$ cat src/rtl/gpio_input_poller.sv
// gpio_input_poller: periodically reads GPIO_1.DATA_IN, debounces
// it and latches edges into pending flags behind a masked interrupt.
module gpio_input_poller #(
  parameter int ADDR_W   = 32,
  parameter int DATA_W   = 32,
  parameter int POLL_DIV = 1000,
  parameter int DEB_CNT  = 4
) (
  input  logic              clk,
  input  logic              rst,
  input  logic              enable,
  output logic [ADDR_W-1:0] m_raddr,
  output logic              m_ren,
  input  logic [DATA_W-1:0] m_rdata,
  input  logic [15:0]       irq_mask,
  input  logic [15:0]       clr_pend,
  output logic [15:0]       gpio_state,
  output logic [15:0]       rise_pend,
  output logic [15:0]       fall_pend,
  output logic              sample_stb,
  output logic              irq
);

  typedef enum logic [1:0] {
    S_IDLE,
    S_WAIT,
    S_READ,
    S_CAPTURE
  } state_e;

  localparam logic [15:0] RELOAD  = 16'(POLL_DIV - 1);
  localparam logic [3:0]  DEB_MAX = 4'(DEB_CNT);

  state_e      state_q;
  state_e      state_d;
  logic [15:0] cnt_q;
  logic [15:0] cnt_d;
  logic [15:0] cand_q;
  logic [15:0] cand_d;
  logic [3:0]  stab_q;
  logic [3:0]  stab_d;
  logic [15:0] gpio_q;
  logic [15:0] gpio_d;
  logic [15:0] rise_q;
  logic [15:0] rise_d;
  logic [15:0] fall_q;
  logic [15:0] fall_d;
  logic        irq_q;
  logic        irq_d;

  logic [15:0] smp;
  logic        commit;
  logic [15:0] rise_set;
  logic [15:0] fall_set;

  // Only DATA_IN is consumed; the rest of the read word is ignored.
  logic unused_rdata;
  assign unused_rdata = ^m_rdata;
  assign smp = m_rdata[31:16];

  // State and datapath registers with synchronous reset.
  always_ff @(posedge clk) begin
    if (rst) begin
      state_q <= S_IDLE;
      cnt_q   <= '0;
      cand_q  <= '0;
      stab_q  <= '0;
      gpio_q  <= '0;
      rise_q  <= '0;
      fall_q  <= '0;
      irq_q   <= 1'b0;
    end else begin
      state_q <= state_d;
      cnt_q   <= cnt_d;
      cand_q  <= cand_d;
      stab_q  <= stab_d;
      gpio_q  <= gpio_d;
      rise_q  <= rise_d;
      fall_q  <= fall_d;
      irq_q   <= irq_d;
    end
  end

  // Next-state: READ/CAPTURE always finish; WAIT aborts on !enable.
  always_comb begin
    state_d = state_q;
    unique case (state_q)
      S_IDLE: begin
        if (enable) begin
          state_d = S_WAIT;
        end
      end
      S_WAIT: begin
        if (!enable) begin
          state_d = S_IDLE;
        end else if (cnt_q == 16'd0) begin
          state_d = S_READ;
        end
      end
      S_READ: begin
        state_d = S_CAPTURE;
      end
      S_CAPTURE: begin
        state_d = enable ? S_WAIT : S_IDLE;
      end
      default: begin
        state_d = S_IDLE;
      end
    endcase
  end

  // Bus strobe and sample pulse decoded from the current state.
  always_comb begin
    m_raddr    = '0;
    m_ren      = 1'b0;
    sample_stb = 1'b0;
    unique case (1'b1)
      (state_q == S_READ): begin
        m_ren = 1'b1;
      end
      (state_q == S_CAPTURE): begin
        sample_stb = 1'b1;
      end
      default: begin
        m_ren = 1'b0;
      end
    endcase
  end

  // Poll interval counter: loaded on entry to WAIT, counts to zero.
  always_comb begin
    cnt_d = cnt_q;
    unique case (state_q)
      S_IDLE: begin
        if (enable) begin
          cnt_d = RELOAD;
        end
      end
      S_WAIT: begin
        if (cnt_q != 16'd0) begin
          cnt_d = cnt_q - 16'd1;
        end
      end
      S_CAPTURE: begin
        if (enable) begin
          cnt_d = RELOAD;
        end
      end
      default: begin
        cnt_d = cnt_q;
      end
    endcase
  end

  // Debounce: a value commits after DEB_CNT identical samples.
  always_comb begin
    cand_d = cand_q;
    stab_d = stab_q;
    commit = 1'b0;
    unique case (state_q)
      S_IDLE: begin
        cand_d = '0;
        stab_d = '0;
      end
      S_CAPTURE: begin
        if (smp != cand_q) begin
          cand_d = smp;
          stab_d = 4'd1;
        end else if (stab_q != DEB_MAX) begin
          stab_d = stab_q + 4'd1;
        end
        commit = (stab_d == DEB_MAX) &&
                 (cand_d != gpio_q);
      end
      default: begin
        cand_d = cand_q;
      end
    endcase
  end

  // Committed value, sticky edge flags (set beats clear) and irq.
  always_comb begin
    gpio_d   = gpio_q;
    rise_set = '0;
    fall_set = '0;
    if (commit) begin
      gpio_d   = cand_d;
      rise_set = cand_d & ~gpio_q;
      fall_set = ~cand_d & gpio_q;
    end
    rise_d = (rise_q & ~clr_pend) | rise_set;
    fall_d = (fall_q & ~clr_pend) | fall_set;
    irq_d  = |((rise_q | fall_q) & irq_mask);
  end

  assign gpio_state = gpio_q;
  assign rise_pend  = rise_q;
  assign fall_pend  = fall_q;
  assign irq        = irq_q;

endmodule

$ cat config.mk
export PLATFORM = sky130hd
export DESIGN_NAME = gpio_input_poller
export DESIGN_NICKNAME = d
export VERILOG_FILES = /design/src/rtl/gpio_input_poller.sv
export SDC_FILE = /design/constraint.sdc
export NUM_CORES = 1
export LEC_CHECK = 0
export ABC_AREA = 1
export CORE_ASPECT_RATIO = 1.4
export CORE_MARGIN = 3
export CORE_UTILIZATION = 28
export CTS_CLUSTER_SIZE = 10
export DETAILED_ROUTE_END_ITERATION = 16
export GPL_TIMING_DRIVEN = 0
export PLACE_DENSITY = 0.52
export SETUP_SLACK_MARGIN = 0.02
export SLEW_MARGIN = 10
export SYNTH_ARGS = -nofsm -noshare
export SYNTH_HDL_FRONTEND = slang
export SYNTH_SLANG_ARGS = --single-unit
$ cat constraint.sdc
create_clock -name clk -period 4.15 [get_ports clk]
set_clock_uncertainty 0.1 [all_clocks]
set_input_delay 1.245 -clock clk [delete_from_list [all_inputs] [get_ports clk]]
set_output_delay 1.245 -clock clk [all_outputs]
set_load 0.05 [all_outputs]
# After elaboration in Yosys (flattened, before gate mapping)
# Cells that the tools add are included.
# W data, S select, Z words.
# classes
n_addsub	2
mul	0
div_mod_pow	0
n_lt_le_gt_ge	0
n_eq_ne	11
shift	0
mux	20
n_bitwise	11
n_reduce_logical	10
# op_table
cell	count
$mux W16	6
$and A16 B16 Y16	5
$pmux W16 S2	2
$not A16 Y16	3
$or A16 B16 Y16	3
$ne A16 B16 Y1	2
$logic_not A16 Y1	1
$reduce_bool A16 Y1	1
$reduce_or A16 Y1	1
$sub A16 B1 Y16 const B	1
$mux W4	3
$pmux W2 S4	1
$pmux W4 S2	1
$mux W2	3
$add A4 B1 Y4 const B	1
$eq A2 B2 Y1 const B	2
$eq A4 B3 Y1 const B	1
$mux W1	4
$ne A2 B2 Y1 const B	2
$ne A4 B3 Y1 const B	1
$reduce_bool A2 Y1	2
$ne A3 B3 Y1 const B	1
$reduce_and A3 Y1	1
$eq A2 B1 Y1 const B	1
5 further kinds	5
# totals
register_bits	87
latch_bits	0
ram_bits	0
rom_bits	0
inputBits	67
out_inout_bits	83
n_memories	0

# Depth between registers and ports, before layout
# logic_depth
depth_word	9
mapped_depth	12
ltp_nobuf	11

# Worst setup path after synthesis
# No wires, ideal clock.
# synth_timing
kind	input -> register
from	input port m_rdata[24]
to	register rise_q[7] (netlist: rise_pend[7])
setup_ns	0.071
arrival_time_ns	2.292
required_ns	3.979
setup_slack_ns	1.688
path_stages	12
n_path_buf	2
cell_sequence	inv_1 nand2_1 nand2_1 nor2_1 nand2_1 nor2_2 nand2_1 nor2_2 buf_4 buf_6 nand4_1 a21oi_1
# synth_via
elab_chain_len	8
elab_cells_between_ends	13
classes_between	eq/ne: 3; mux: 7; bitwise: 2; reduce/logical: 1
# synth_lines
item	line_no	text
from (decl)	14	input logic [DATA_W-1:0] m_rdata,
$ne A16 B16 Y1	166	if (smp != cand_q) begin
$mux W16 / $mux W4 (equally long branches)	166	
$mux W16 / $mux W4 (equally long branches)	160	unique case (state_q)
$ne A16 B16 Y1 / $eq A4 B3 Y1 (equally long branches)	173, 172	
$logic_and A1 B1 Y1	172	commit = (stab_d == DEB_MAX) &&
$mux W1	160	
$mux W16 (*)	186	if (commit) begin
$or A16 B16 Y16 (*)	191	rise_d = (rise_q & ~clr_pend) | rise_set;
to (signal assigned)	78	rise_q <= rise_d;
to (decl)	44	logic [15:0] rise_q;
# Mark *: on every way between the ends. The rest lies on a longest branch, timed or not. The select of a mux whose other input is x is not followed.
# A chain may end at the register's enable or synchronous reset.

# Final worst setup path
# layout_timing
from	register state_q[0]
to	output port sample_stb
# layout_via
elab_chain_len	2
# layout_lines
item	line_no	text
from (decl)	34	state_e state_q;
from (signal assigned)	73	state_q <= state_d;
$eq A2 B2 Y1	121	(state_q == S_CAPTURE): begin
$mux W1	117	unique case (1'b1)
to (decl)	20	output logic sample_stb,
# No other way between the ends.

==> results.toml <==
[status]
status = "completed"

[power]
leakage_nw = 2.829
fin_total_pwr_mw = 2.745
vdd.ir_drop.worst_mv = 0.2489
cellPowerDensity_nw_per_um2 = 408.0

[drt]
wl_per_cell_um = 14.39
routed_wl_um = 16640
ant_nets = 0
vias_per_cell = 4.426
firstDrtPassIters = 5
drt_iter0_drc = 212
via_count = 5117
drc = 0

[floorplanning]
die_width_um = 119.2
core_area_um2 = 17470
io_pins = 150
initial_core_util_pct = 28.76
die-area_um2 = 19610
die_h_um = 164.5
rows = 57

[timing]
post-route-worst-setup-slack_ps = 967.9
holdWs_ps = 375.0
maxSlewHeadroom_pct = 49.48
period_minus_slack_ps = 3182
worst_pin_slew_ps = 757.8
period_share_pct = 76.68
finalSetupViolCount = 0
rsz0062_at_grt = "false"
slew_violations = 0
finalHoldViolCount = 0
max_freq_mhz = 314.3
setup_tns_ps = 0

[synthesis]
syn_inst = 773
ys_warn_count = 0
seq_area_frac_synth_pct = 34.66
avgSynthCellArea_um2 = 6.500
synthDistinctLibCells = 30
synthesis.area_um2 = 5025
synth.ff_latch_count = 87

[clocking]
insertion_delay_ps = 350
clock_sinks = 87
cts_hold_buffers = 0
cts_root_buf = "clkbuf_16"
tritoncts = "built"
clk_path_buf_depth = 2
post_cts_resized = 0
numCtsBuffers = 9
path_clk_slew_ps = 60
cts_max_level = 3
cts_setup_buffers = 0

[grt]
grtUsageTotal_pct = 16.94
grt_pass1_vias = 4902
grt_overflow_total = 0
antenna_found_initial = 0
grt_pass1_wl_um = 25760
grt_start_max_net_pins = 14

[worst_setup_path]
crit_fanout = 6
critPathCaptureType = "output port"
critPathLaunchType = "flip-flop"
rrSetupSlack_ps = 1340
cp_data_required_time_ps = 2800
cp_data_arrival_time_ps = 1840
worst-setup-path-type = "flip-flop to output port"

[layout]
finalNetCount = 990
final_core_util_pct = 38.51
fin_cells = 1156
area_growth_pct = 33.91
n_antenna_cell = 0
post-route-cell-area_um2 = 6729
drive_above_1_share_pct = 9.239

[placement]
port_buffers = 100
placed_cells = 1140
dp_worst_setup_slack_ps = 701.4
routabilityCongestion = 0.8721
post-dp-hpwl_um = 13100
place_area_um2 = 6437

[min_path]
hold_class = "flip-flop to flip-flop"

[job]
drv_cap = 0
-- final cells by class --
cell class	instances	area [um^2]
Timing Repair Buffer	100	1001
Sequential cell	87	1742
Inverter	97	364.1
Clock buffer	12	246.5
Multi-Input combinational cell	556	2630
Buffer	64	405.4
Tap cell	236	295.3
Fill cell	1942	10740
Clock inverter	4	45.04
-- critical path, cell delays in order, from the launching register on --
cell	delay, ps
dfxtp_1	410
ha_1	250
clkdlybuf4s50_1	830
-- registers in the layout, indices dropped and copies added, names as in the netlist, named ones only --
| signal | count |
|---|---|
| cand_q | 16 |
| cnt_q | 16 |
| rise_pend | 16 |
| fall_pend | 16 |
| gpio_state | 16 |
| state_q | 1 |
| irq | 1 |
| stab_q | 4 |
-- cells by family after synthesis --
kind of cell	after synthesis	share of synthesized area, %
DFF	87	34.66
xor gates and xnor gates	29	5.055
adders and majority gates	8	1.992
other	1	0.07463
buffers and inverters	161	15.31
AOI/OAI and AO/OA	99	10.06
and+or+nand+nor	388	32.84
-- cells in the mapped netlist --
master | instances | area share (%)
nand3b_1 | 1 | 0.15
xor2_1 | 25 | 4.4
ha_1 | 8 | 2.0
nor2_1 | 133 | 9.9
nor2_2 | 3 | 0.37
clkinv_1 | 1 | 0.075
nand4_1 | 53 | 6.6
conb_1 | 1 | 0.075
xnor2_1 | 4 | 0.70
inv_1 | 82 | 6.1
o21ai_0 | 42 | 4.2
buf_4 | 37 | 5.5
nand4_2 | 1 | 0.25
nor3b_1 | 1 | 0.15
nor4_1 | 1 | 0.12
inv_2 | 14 | 1.0
o21a_1 | 1 | 0.15
buf_2 | 9 | 0.90
a21oi_1 | 53 | 5.3
nor2_4 | 2 | 0.45
clkbuf_1 | 16 | 1.2
dfxtp_1 | 87 | 35
nand3_1 | 4 | 0.40
nand2_1 | 182 | 14
or2_4 | 1 | 0.17
a211oi_1 | 1 | 0.15
nor3_1 | 4 | 0.40
o211ai_1 | 2 | 0.30
nand2_2 | 2 | 0.25
buf_6 | 2 | 0.45
-- worst paths after layout --
| path | startpoint | cells past startpoint | to |
|---|---|---|---|
| max | state_q[0] | 2 | sample_stb |
| min | rise_pend[3] | 2 | rise_pend[3] |
| max reg2reg | state_q[0] | 9 | fall_pend[1] |
| min reg2reg | rise_pend[3] | 2 | rise_pend[3] |
-- power by group --
group | switching [mW] | total [mW] | internal [mW]
registers | 0.0676 | 0.967 | 0.899
logic | 0.640 | 0.954 | 0.314
clock network | 0.343 | 0.824 | 0.481
total | 1.05 | 2.75 | 1.69
-- cells in the final DEF (no fill, tap or decap), types with 2 or more instances in the layout --
cell type        Yosys  layout
buf_2                9       9
nand2_2              2       2
buf_6                2       2
xor2_1              25      25
nor2_2               3       3
nor3_1               4       4
o211ai_1             2       2
o21ai_0             42      42
nor2_4               2       2
nand3_1              4       4
a21oi_1             53      53
buf_4               37      37
clkbuf_1            16      18
inv_1               82      82
clkdlybuf4s50_1      0     100
nand2_1            182     182
clkbuf_16            0       9
clkinv_2             0       3
conb_1               1      32
inv_2               14      14
dfxtp_1             87      87
nor2_1             133     133
xnor2_1              4       4
nand4_1             53      53
ha_1                 8       8
-- per-layer routing --
metal | vias to the layer above | global-route usage, % | wire (um)
li1 | 2670 | - | -
met1 | 2261 | 19.45 | 6980
met2 | 145 | 30.20 | 8303
met3 | 41 | 2.124 | 630
met4 | 0 | 9.752 | 725
met5 | - | 0 | 0
No activity file was read; power rests on OpenSTA's default activity.
